<file path="src/rtl/elevator_mgmt_pkg.sv">
// Shared codes, state type, request indices and arbitration helpers for the
// BCD_management command transmitter.
package elevator_mgmt_pkg;

    localparam int unsigned CODE_W = 4;
    localparam int unsigned REQ_W  = 6;
    localparam int unsigned GAP_W  = 4;

    localparam logic [CODE_W-1:0] CODE_NOP    = 4'b0000;
    localparam logic [CODE_W-1:0] CODE_FLOOR1 = 4'b0001;
    localparam logic [CODE_W-1:0] CODE_FLOOR2 = 4'b0010;
    localparam logic [CODE_W-1:0] CODE_FLOOR3 = 4'b0011;
    localparam logic [CODE_W-1:0] CODE_STOP   = 4'b1011;
    localparam logic [CODE_W-1:0] CODE_HOLD   = 4'b1100;
    localparam logic [CODE_W-1:0] CODE_RESUME = 4'b1101;

    localparam int unsigned IDX_FLOOR1 = 0;
    localparam int unsigned IDX_FLOOR2 = 1;
    localparam int unsigned IDX_FLOOR3 = 2;
    localparam int unsigned IDX_HOLD   = 3;
    localparam int unsigned IDX_STOP   = 4;
    localparam int unsigned IDX_RESUME = 5;

    // Requests discarded when a STOP goes out: hold and all floor calls.
    localparam logic [REQ_W-1:0] STOP_FLUSH_MASK = 6'b001111;

    typedef enum logic [1:0] {
        IDLE = 2'd0,
        SEND = 2'd1,
        GAP  = 2'd2
    } state_t;

    // One-hot winner: stop > resume > hold > floor1 > floor2 > floor3.
    function automatic logic [REQ_W-1:0] pick_grant(input logic [REQ_W-1:0] req);
        logic [REQ_W-1:0] g;
        g = '0;
        if (req[IDX_STOP])        g[IDX_STOP]   = 1'b1;
        else if (req[IDX_RESUME]) g[IDX_RESUME] = 1'b1;
        else if (req[IDX_HOLD])   g[IDX_HOLD]   = 1'b1;
        else if (req[IDX_FLOOR1]) g[IDX_FLOOR1] = 1'b1;
        else if (req[IDX_FLOOR2]) g[IDX_FLOOR2] = 1'b1;
        else if (req[IDX_FLOOR3]) g[IDX_FLOOR3] = 1'b1;
        return g;
    endfunction

    function automatic logic [CODE_W-1:0] grant_code(input logic [REQ_W-1:0] g);
        logic [CODE_W-1:0] c;
        c = CODE_NOP;
        if (g[IDX_STOP])        c = CODE_STOP;
        else if (g[IDX_RESUME]) c = CODE_RESUME;
        else if (g[IDX_HOLD])   c = CODE_HOLD;
        else if (g[IDX_FLOOR1]) c = CODE_FLOOR1;
        else if (g[IDX_FLOOR2]) c = CODE_FLOOR2;
        else if (g[IDX_FLOOR3]) c = CODE_FLOOR3;
        return c;
    endfunction

endpackage

</file>
<file path="src/rtl/mgmt_edge_detect.sv">
// Rising-edge detector; history resets to ones so buttons held through reset
// never fire on release.
module mgmt_edge_detect
    import elevator_mgmt_pkg::*;
#(
    parameter int unsigned W = REQ_W
) (
    input  logic         CLK,
    input  logic         RST,
    input  logic [W-1:0] i_level,
    output logic [W-1:0] o_rise_c
);

    logic [W-1:0] r_hist;

    always_ff @(posedge CLK or negedge RST) begin
        if (!RST) begin
            r_hist <= '1;
        end else begin
            r_hist <= i_level;
        end
    end

    assign o_rise_c = i_level & ~r_hist;

endmodule

</file>
<file path="src/rtl/elevator_management_tx.sv">
// Panel-to-elevator command transmitter: latches button requests, arbitrates
// by priority and emits one-cycle codes separated by a programmable idle gap.
module elevator_management_tx
    import elevator_mgmt_pkg::*;
#(
    parameter int unsigned GAP_CYCLES = 1,
    parameter int unsigned CNT_W      = 8
) (
    input  logic              CLK,
    input  logic              RST,
    input  logic [2:0]        btn_floor,
    input  logic              btn_stop,
    input  logic              btn_hold,
    input  logic              btn_resume,
    output logic [3:0]        BCD_management,
    output logic              busy,
    output logic [5:0]        pending,
    output logic [CNT_W-1:0]  merged_cnt
);

    localparam int unsigned SUM_W = CNT_W + 3;

    state_t              r_state;
    state_t              w_state_nxt;
    logic [GAP_W-1:0]    r_gap;
    logic [GAP_W-1:0]    w_gap_nxt;
    logic [CODE_W-1:0]   r_code;
    logic [CODE_W-1:0]   w_code_nxt;
    logic                r_busy;
    logic [REQ_W-1:0]    r_pending;
    logic [REQ_W-1:0]    w_pending_nxt;
    logic [CNT_W-1:0]    r_cnt;
    logic [CNT_W-1:0]    w_cnt_nxt;
    logic [REQ_W-1:0]    w_btn;
    logic [REQ_W-1:0]    w_fire;
    logic [REQ_W-1:0]    w_grant;
    logic [REQ_W-1:0]    w_clear;
    logic [REQ_W-1:0]    w_merge;
    logic [SUM_W-1:0]    w_merge_n;
    logic [SUM_W-1:0]    w_cnt_sum;
    logic                w_arb;

    assign w_btn = {btn_resume, btn_stop, btn_hold, btn_floor};

    mgmt_edge_detect #(.W(REQ_W)) u_edge (
        .CLK      (CLK),
        .RST      (RST),
        .i_level  (w_btn),
        .o_rise_c (w_fire)
    );

    always_ff @(posedge CLK or negedge RST) begin
        if (!RST) begin
            r_state   <= IDLE;
            r_gap     <= '0;
            r_code    <= CODE_NOP;
            r_busy    <= 1'b0;
            r_pending <= '0;
            r_cnt     <= '0;
        end else begin
            r_state   <= w_state_nxt;
            r_gap     <= w_gap_nxt;
            r_code    <= w_code_nxt;
            r_busy    <= (w_state_nxt != IDLE);
            r_pending <= w_pending_nxt;
            r_cnt     <= w_cnt_nxt;
        end
    end

    // The last GAP cycle arbitrates like IDLE so back-to-back codes are
    // separated by exactly GAP_CYCLES idle cycles.
    always_comb begin
        w_state_nxt = r_state;
        w_gap_nxt   = r_gap;
        w_code_nxt  = CODE_NOP;
        w_grant     = '0;
        w_clear     = '0;
        w_arb       = 1'b0;
        case (r_state)
            IDLE: begin
                w_arb = 1'b1;
            end
            SEND: begin
                w_state_nxt = GAP;
                w_gap_nxt   = GAP_W'(GAP_CYCLES);
            end
            GAP: begin
                if (r_gap <= GAP_W'(1)) begin
                    w_gap_nxt   = '0;
                    w_state_nxt = IDLE;
                    w_arb       = 1'b1;
                end else begin
                    w_gap_nxt = r_gap - GAP_W'(1);
                end
            end
            default: begin
                w_state_nxt = IDLE;
                w_gap_nxt   = '0;
            end
        endcase
        if (w_arb && (r_pending != '0)) begin
            w_grant     = pick_grant(r_pending);
            w_state_nxt = SEND;
            w_code_nxt  = grant_code(w_grant);
            w_clear     = w_grant;
            if (w_grant[IDX_STOP]) begin
                w_clear = w_clear | STOP_FLUSH_MASK;
            end
        end
    end

    // Fresh presses win over the clear; only presses onto a surviving bit merge.
    always_comb begin
        w_pending_nxt = (r_pending & ~w_clear) | w_fire;
        w_merge       = w_fire & r_pending & ~w_clear;
        w_merge_n     = '0;
        for (int unsigned i = 0; i < REQ_W; i++) begin
            w_merge_n = w_merge_n + SUM_W'(w_merge[i]);
        end
        w_cnt_sum = SUM_W'(r_cnt) + w_merge_n;
        if (w_cnt_sum[SUM_W-1:CNT_W] != '0) begin
            w_cnt_nxt = '1;
        end else begin
            w_cnt_nxt = w_cnt_sum[CNT_W-1:0];
        end
    end

    assign BCD_management = r_code;
    assign busy           = r_busy;
    assign pending        = r_pending;
    assign merged_cnt     = r_cnt;

endmodule

</file>
<file path="config.mk">
export PLATFORM = sky130hd
export DESIGN_NAME = elevator_management_tx
export DESIGN_NICKNAME = d
export VERILOG_FILES = /design/src/rtl/elevator_mgmt_pkg.sv /design/src/rtl/mgmt_edge_detect.sv /design/src/rtl/elevator_management_tx.sv
export SDC_FILE = /design/constraint.sdc
export NUM_CORES = 1
export LEC_CHECK = 0
export BUFFER_PORTS_ARGS = -buffer_cell sky130_fd_sc_hd__buf_4
export CORE_MARGIN = 4
export CORE_UTILIZATION = 59
export DETAILED_ROUTE_END_ITERATION = 10
export PLACE_DENSITY = 0.83
export SLEW_MARGIN = 10
export SYNTH_ARGS = -nofsm -noshare
export SYNTH_HDL_FRONTEND = slang
export SYNTH_SLANG_ARGS = --single-unit
</file>
<file path="constraint.sdc">
create_clock -name CLK -period 6 [get_ports CLK]
set_clock_uncertainty 0.05 [all_clocks]
set_input_delay 1.2 -clock CLK [delete_from_list [all_inputs] [get_ports CLK]]
set_output_delay 1.2 -clock CLK [all_outputs]
set_load 0.05 [all_outputs]
</file>
---- After elaboration in Yosys (flattened, before gate mapping) ----
Index checks and enable logic that the tools add are counted.
W data, S select, Z words.
operators by class
  equality and inequality tests ........... 2
  multiplexer cells ....................... 32
  $lt $le $gt $ge ......................... 1
  add/subtract/negate cells ............... 7
  bitwise gates (word level) .............. 7
  reduce and logical (&&, ||, !) cells .... 5
operators with widths
  kind                   number
  $mux W4                8
  $and A6 B6 Y6          4
  $mux W2                6
  $not A6 Y6             2
  $pmux W4 S3            1
  $mux W1                11
  $add A8 B6 Y9          1
  $mux W8                1
  $add A5 B1 Y6          1
  $mux W6                1
  $or A6 B6 Y6           1
  $pmux W2 S3            1
  $reduce_bool A6 Y1     1
  $add A4 B1 Y5          1
  $mux W5                1
  $add A3 B1 Y4          1
  $le A4 B1 Y1 const B   1
  $sub A4 B1 Y4 const B  1
  $add A2 B1 Y3          1
  $mux W3                1
  $reduce_bool A3 Y1     1
  $add A1 B1 Y2          1
  $eq A2 B1 Y1 const B   1
  $eq A2 B2 Y1 const B   1
  other kinds (4)        4
word-level totals
  output and inout port bits .............. 19
  flip-flop bits (word level) ............. 31
  word-level logic and storage cells ...... 61
  bits of input ports ..................... 8

---- Logic depth before layout (Yosys ltp) ----
Gate-level depths: netlist (run 1).
  depth in word-level cells ............... 19
  depth in mapped cells ................... 17
  gate-level depth less buffers ........... 16

---- Cells and area by module ----
From an unflattened synthesis (run 1), not the netlist that was laid out.
second synthesis, totals
  cells, all modules ...................... 148
  area total of the unflattened synthesis .. 1605.3 um2
by module, submodules not included
  module                  area each (um2)  seq. area each (um2)  instances  cells an instance
  elevator_management_tx  1365.1           625.6                 1          136
  mgmt_edge_detect        240.2            157.7                 1          12

---- Worst setup path before layout (run 1) ----
Ideal clock, no wire load.
  kind .................................... register to register
  start point ............................. register r_state[0]
  end point ............................... register r_cnt[1], in the netlist merged_cnt[1]
  stages on the path, launching flop included .. 18
  buffers on the path ..................... 1
  data required time ...................... 5827 ps
  period minus slack after synthesis ...... 3890 ps
  arrival time ............................ 3717 ps
  setup time .............................. 123 ps
  setup slack ............................. 2110 ps
  path through ............................ dfrtp_1 inv_1 ha_1 inv_1 o31a_1 buf_6 o21ai_0 nor2_1 fa_1 inv_1 fa_1 fa_1 inv_1 fa_1 a21o_1 and2_1 nand3_1 nand2b_1
on the way
  cells in the longest elaborated chain, start to end .. 14
  elaborated cells on any way between the ends .. 15
  those cells by class .................... 6 x add/sub; 1 x eq/ne; 3 x mux; 2 x bitwise; 3 x reduce/logical
RTL lines
  what                                              RTL line                       RTL
  start, declared                                   elevator_management_tx.sv:23   state_t r_state;
  start signal, assigned                            elevator_management_tx.sv:61   r_state <= w_state_nxt;
  $eq A2 B2 Y1 or $logic_not A2 Y1 (tied branches)  elevator_management_tx.sv:79   case (r_state)
  $pmux W1 S2 *                                     elevator_management_tx.sv:79
  $logic_and A1 B1 Y1 *                             elevator_management_tx.sv:101  if (w_arb && (r_pending != '0)) begin
  $mux W6 *                                         elevator_management_tx.sv:101
  $not A6 Y6 *                                      elevator_management_tx.sv:115  w_merge = w_fire & r_pending & ~w_clear;
  $and A6 B6 Y6 *                                   elevator_management_tx.sv:115
  $add A1 B1 Y2                                     elevator_management_tx.sv:118  w_merge_n = w_merge_n + SUM_W'(w_merge[i]);
  $add A2 B1 Y3                                     elevator_management_tx.sv:118
  $add A3 B1 Y4                                     elevator_management_tx.sv:118
  $add A4 B1 Y5                                     elevator_management_tx.sv:118
  $add A5 B1 Y6 *                                   elevator_management_tx.sv:118
  $add A8 B6 Y9 *                                   elevator_management_tx.sv:120  w_cnt_sum = SUM_W'(r_cnt) + w_merge_n;
  $reduce_bool A3 Y1                                elevator_management_tx.sv:121  if (w_cnt_sum[SUM_W-1:CNT_W] != '0) begin
  $mux W8 *                                         elevator_management_tx.sv:121
  net w_cnt_nxt[1]                                  elevator_management_tx.sv:33   logic [CNT_W-1:0] w_cnt_nxt;
  end signal, assigned                              elevator_management_tx.sv:66   r_cnt <= w_cnt_nxt;
  end, declared                                     elevator_management_tx.sv:32   logic [CNT_W-1:0] r_cnt;
The timed path passes the listed nets; every way through them passes the cells marked *.
A chain may end at the register's enable or synchronous reset.

---- Final worst setup path (run 1) ----
  start point ............................. register r_state[0]
  end point ............................... register r_cnt[2], in the netlist merged_cnt[2]
Same word-level chain as after synthesis.

==> metrics.txt, run 1 <==
Seq. cell area 783 um2; layout cells sized above 1 0.231; Mean Syn Cell Area 10.1 um2; Synth Net Count 175; Detailed Routing Iterations Pass 1 4; main combinational cell family by area after synthesis compound AO/OA/AOI/OAI gates; Post-Synth XOR/XNOR Area 0.0112; number of CTS-inserted buffers 5; Clock Path Buffers 2; IO Port Bufs 26; CORE AREA 2500 um2; Synth Area in Simple Gates 0.141; ant diodes 0; initial antenna violation count 0; fin nets 206; Slew Limit Fails 0; Ys Warns 0; die height 59.5 um; multi-input logic area 701 um2; type of origin of the critical path flip-flop; Max FO, Critical Path 11; post-DP HPWL 2.46 mm; overall fraction of global-route tracks in use 0.212; status finished, final reports clean; class of the worst hold path reg -> reg; number of global-route vias before repair 1,227; f_max 238 MHz; crit path capture type flip-flop; root buffer cell clkbuf_4; Clock Pin Slew Worst Setup and Hold Paths 100 ps; H-tree depth 2; DIE WIDTH 59.5 um; post-CTS setup buffers 0; wire per inst 15.0 um; initial core utilization 0.625; Setup TNS 0 ps; Top Ports 27; worst path required time 6170 ps; Max-cap violations 0; 1st-iter DRT viols 74; Worst Tran Pin Value 475 ps; setup violators final 0; crit share post-route 0.701; die area 3540 um2; DR vias/cell 5.64; Synth Area in Compound Gates 0.159; critical setup path kind reg -> reg; Hold-fix buffers, CTS 0; post-CTS resize count 0; commonest non-fill, non-tap cells in the layout buf_4 (26), dfrtp_1 (25), inv_1 (17), o21ai_0 (17), nand2_1 (13); drt drc 0; most common cell after layout, fill and taps aside buf_4; post-synthesis sequential area ratio 0.501; Cell variety after synth 33; Adder-Cell Fraction of Synth Area 0.123; fin crit period 4210 ps; Slew headroom 0.680; Num Clock Sinks 31; # rows 18; TritonCTS clock tree yes; post-route cell area 1850 um2; Clock Latency Late Sink 330 ps; routed wire length 3.25 mm; Placed Area 1780 um2; Synth Cell Area 1560 um2; worst setup margin 1790 ps; Setup WS pre-CTS 1790 ps; RSZ-0062 raised after global routing false; DR vias 1,218; GPL Wtd Cong 0.793; multiplexer area fraction after synthesis 0.0144; largest net degree at the start of global routing 32; first-pass GRT wire length 5.49 mm; Final ANT Viol Nets 0; final hold violation count 0; GRT overflow 0; post-synthesis register bit count 31; cells after synthesis 154; area delta synth->final 18.3%; # fillers 175; critical path arrival 4380 ps
-- critical path, cell delays in order, from the launching register on --
cell	delay, ps
dfrtp_1	440
inv_1	130
ha_1	290
inv_1	150
o31a_1	240
o21ai_0	270
nor2_1	90
fa_1	510
inv_1	60
fa_1	570
fa_1	200
inv_1	60
fa_1	420
a21o_1	230
and2_1	160
nand3_1	160
nand2_1	80
-- layout make-up --
| class | count | area share |
|---|---|---|
| tap | 30 | 0.0203 |
| sequential | 31 | 0.424 |
| timing repair buffer | 26 | 0.106 |
| clock buffer | 8 | 0.0372 |
| inverter | 17 | 0.0345 |
| multi-input combinational | 104 | 0.379 |
-- cell usage after synthesis --
library cell	number	area, um2
a21boi_0	1	7.51
a21o_1	1	7.51
a21o_4	1	15.0
a21oi_1	10	50.1
a22o_1	1	8.76
a31oi_1	2	12.5
a32oi_1	1	8.76
and2_1	1	6.26
and3_1	1	6.26
buf_6	1	11.3
clkbuf_1	1	3.75
dfrtp_1	25	626
dfstp_2	6	158
fa_1	4	80.1
ha_1	9	113
inv_1	17	63.8
mux2_2	2	22.5
nand2_1	13	48.8
nand2b_1	3	18.8
nand3_1	7	35.0
nand4_1	1	6.26
nor2_1	11	41.3
nor2b_1	3	18.8
nor3_1	4	20.0
o2111ai_2	1	15.0
o21a_1	1	7.51
o21ai_0	17	85.1
o21bai_1	1	7.51
o22ai_1	1	6.26
o31a_1	1	8.76
o31ai_1	1	7.51
or3_1	3	18.8
xnor2_1	2	17.5
-- sequential cells by signal, indices dropped and copies added, names as in the netlist --
signal          flops
BCD_management      4
busy                1
merged_cnt          8
pending             6
r_gap               4
r_state             2
u_edge.r_hist       6
-- cells by family (layout without fill, tap and decap cells) --
logic type	count (synthesis)	after routing
AOI/OAI and AO/OA	40	40
adders and majority gates	13	13
DFF	31	31
muxes	2	2
xor gates and xnor gates	2	2
and+or+nand+nor	47	47
buffers and inverters	19	51
-- metrics by stage --
| step | util | hold slack [ps] | cells |
|---|---|---|---|
| finish | 0.740 | 503 | 216 |
| global route | 0.740 | 541 | 216 |
| CTS | 0.740 | 506 | 216 |
| floorplan | - | 445 | 154 |
| global placement | 0.712 | 455 | 208 |
| detailed placement | 0.712 | 483 | 208 |
-- path summary, 6_finish.rpt --
check,from,cells after the start,slack [ps],to
worst max-delay path,r_state[0],16,1790,merged_cnt[2]
worst min-delay path,u_edge.r_hist[5],1,500,pending[5]
worst max register to register,r_state[0],16,1790,merged_cnt[2]
worst min register to register,u_edge.r_hist[5],1,500,pending[5]
max in group asynchronous,RST,1,4850,u_edge.r_hist[1]
min in group asynchronous,RST,1,730,merged_cnt[5]
-- routing by layer --
layer | part of all wire | vias up | track usage
met5 | 0 | - | 0
met4 | 0.016 | 0 | 0.0906
met3 | 0.083 | 6 | 0.0697
met2 | 0.49 | 52 | 0.339
met1 | 0.41 | 579 | 0.262
li1 | - | 581 | -
Power of run 1 is not shown: default switching activity piles up to over one toggle a cycle in this logic, so the estimate is an artifact.
==> run 2, diff against run 1 <==
--- a/config.mk
+++ b/config.mk
@@ -7,9 +7,9 @@
 export LEC_CHECK = 0
 export BUFFER_PORTS_ARGS = -buffer_cell sky130_fd_sc_hd__buf_4
 export CORE_MARGIN = 4
-export CORE_UTILIZATION = 59
+export CORE_UTILIZATION = 49
 export DETAILED_ROUTE_END_ITERATION = 10
-export PLACE_DENSITY = 0.83
+export PLACE_DENSITY = 0.74
 export SLEW_MARGIN = 10
 export SYNTH_ARGS = -nofsm -noshare
 export SYNTH_HDL_FRONTEND = slang
==> constraint.sdc (replaced) <==
create_clock -name CLK -period 3.8 [get_ports CLK]
set_clock_uncertainty 0.05 [all_clocks]
set_input_delay 0.76 -clock CLK [delete_from_list [all_inputs] [get_ports CLK]]
set_output_delay 0.76 -clock CLK [all_outputs]
set_load 0.05 [all_outputs]
==> run 2 against run 1 <==
Die area up 18%; first-iteration DRC count is 2.7% lower; non-clock buffer count increased by 17; core utilization fell by 5.4 points; global-route usage is 2.9 points lower; cell count up 14%; fmax increased by 14%; highest routed layer unchanged; routed wire length up 5.9%; critical path depth unchanged; hold slack got worse by 210 ps; register-to-register slack lost 1700 ps.
==> metrics.txt, run 2 (synthesis results as in run 1) <==
largest net degree at the start of global routing 32 (unchanged); post-DP HPWL 2.34 mm (-4.9%); Clock Pin Slew Worst Setup and Hold Paths 100 ps (about the same); class of the worst hold path in -> async; worst path required time 3970 ps (-2200 ps); overall fraction of global-route tracks in use 0.183 (-0.0295); multi-input logic area 796 um2 (+14%); Worst Tran Pin Value 383 ps (-91.2 ps); Slew headroom 0.744 (+0.0642); initial core utilization 0.512 (-0.113); first-pass GRT wire length 5.78 mm (+5.4%); drt drc 0 (unchanged); Peak supply drop 0.631 mV; die area 4160 um2 (+18%); crit share post-route 0.973 (+0.272); layout cells sized above 1 0.399 (+0.168); GPL Wtd Cong 0.856 (+7.9%); crit path capture type flip-flop; IO Port Bufs 26 (unchanged); Top Ports 27 (unchanged); TritonCTS clock tree yes; Critical Path Start r_state[0]; # fillers 242 (+38%); type of origin of the critical path flip-flop; Detailed Routing Iterations Pass 1 4 (unchanged); H-tree depth 2 (unchanged); setup violators final 0 (unchanged); worst setup margin 101 ps (-1690 ps); critical path arrival 3870 ps (-510 ps); max reg flops 8 (unchanged); area delta synth->final 34.0%; number of global-route vias before repair 1,270 (+3.5%); Leak Pwr 0.988 nW; routed wire length 3.44 mm (+5.9%); Setup WS pre-CTS -144 ps (-1940 ps); Num Clock Sinks 31 (unchanged); Cell Pwr Density 976 nW/um2; RSZ-0062 raised after global routing true; status finished, final reports clean; Placed Area 1850 um2 (+3.7%); Final ANT Viol Nets 0 (unchanged); critical setup path kind reg -> reg; Slew Limit Fails 0 (unchanged); fin crit period 3700 ps (-508 ps); post-route cell area 2090 um2 (+13%); Seq. cell area 785 um2 (+0.16%); Max FO, Critical Path 4 (-7); DR vias 1,287 (+5.7%); number of CTS-inserted buffers 5 (unchanged); fin nets 223 (+8.3%); wire per inst 13.9 um (-7.4%); R2R cell count 16 (unchanged); RR Endpoint merged_cnt[0]; DR vias/cell 5.21 (-7.6%); 1st-iter DRT viols 72 (-2.7%); R2R setup slack 100 ps (-1690 ps); final hold violation count 0 (unchanged); Clock Latency Late Sink 330 ps (about the same); Clock Path Buffers 2 (unchanged); root buffer cell clkbuf_4; DIE WIDTH 64.5 um (+8.4%); Reg2Reg Launch Point r_state[0]; die height 64.5 um (+8.4%); commonest non-fill, non-tap cells in the layout buf_4 (42), dfrtp_1 (24), o21ai_0 (14); initial antenna violation count 0 (unchanged); # rows 20 (+2); most common cell after layout, fill and taps aside buf_4; f_max 270 MHz (+14%); GRT overflow 0 (unchanged); Max-cap violations 0 (unchanged); ant diodes 0 (unchanged); CORE AREA 3050 um2 (+22%)
run 2: cell types whose count changed in the layout (fill, tap and decap cells not counted), sizes merged:
| cell | delta |
|---|---|
| buf | +17 |
run 2: where the power goes:
group / internal, mW / switching (mW) / leakage, nW
clock: 0.109 / 0.112 / 0.0386
sequential: 0.447 / 0.125 / 0.369
combinational: 0.499 / 0.751 / 0.580
total: 1.06 / 0.989 / 0.988
run 2: layer usage:
metal	wire, um	part of all wire	vias to the layer above	track usage
met3	156	0.045	11	0.0503
li1	-	-	618	-
met1	1450	0.42	620	0.218
met5	0	0	-	0
met4	93	0.027	0	0.103
met2	1740	0.51	38	0.296
run 2: critical path, stage by stage, from the launching register on:
cell and delay (ps):
dfrtp_1 400, inv_2 100, ha_4 150, inv_1 60, o31a_1 340, o21ai_2 200
nor2_2 70, fa_1 560, inv_2 40, fa_1 520, fa_2 210, inv_2 40
fa_2 360, a21o_1 200, and2_4 160, nand3_4 90, nand2_1 60
run 2: final cells by class:
type	count	area share
clock buffer	8	0.0329
multi-input combinational	104	0.380
inverter	17	0.0305
timing repair buffer	43	0.156
sequential	31	0.375
tap	44	0.0263
run 2: how the worst max path moves through the flow:
stage	to	slack [ps]
after floorplan	merged_cnt[1]	50
after global placement	merged_cnt[1]	3
after detailed placement	merged_cnt[0]	-140
after CTS	merged_cnt[5]	10
after global routing	merged_cnt[5]	-60
final	merged_cnt[0]	100
run 2: stage by stage:
stage / utilization / cells / hold slack, ps / TNS, ps / power, mW
CTS: 0.645 / 241 / 299 / 0 / 1.93
detailed placement: 0.605 / 228 / 458 / -699 / 1.65
global placement: 0.605 / 228 / 452 / 0 / 1.63
global route: 0.686 / 247 / 309 / -289 / 2.19
finish: 0.686 / 247 / 294 / 0 / 2.04
floorplan: - / 154 / 414 / 0 / 1.32
run 2: what timing repair did:
item | CTS | global route
buffers inserted | 5 | 6
gates resized for setup | 5 | 22
setup endpoints to repair | 7 | 8
gates cloned | 0 | 0
pin swaps | 6 | 12
hold buffers | 0 | 0
(Power assumes the default switching activity.)
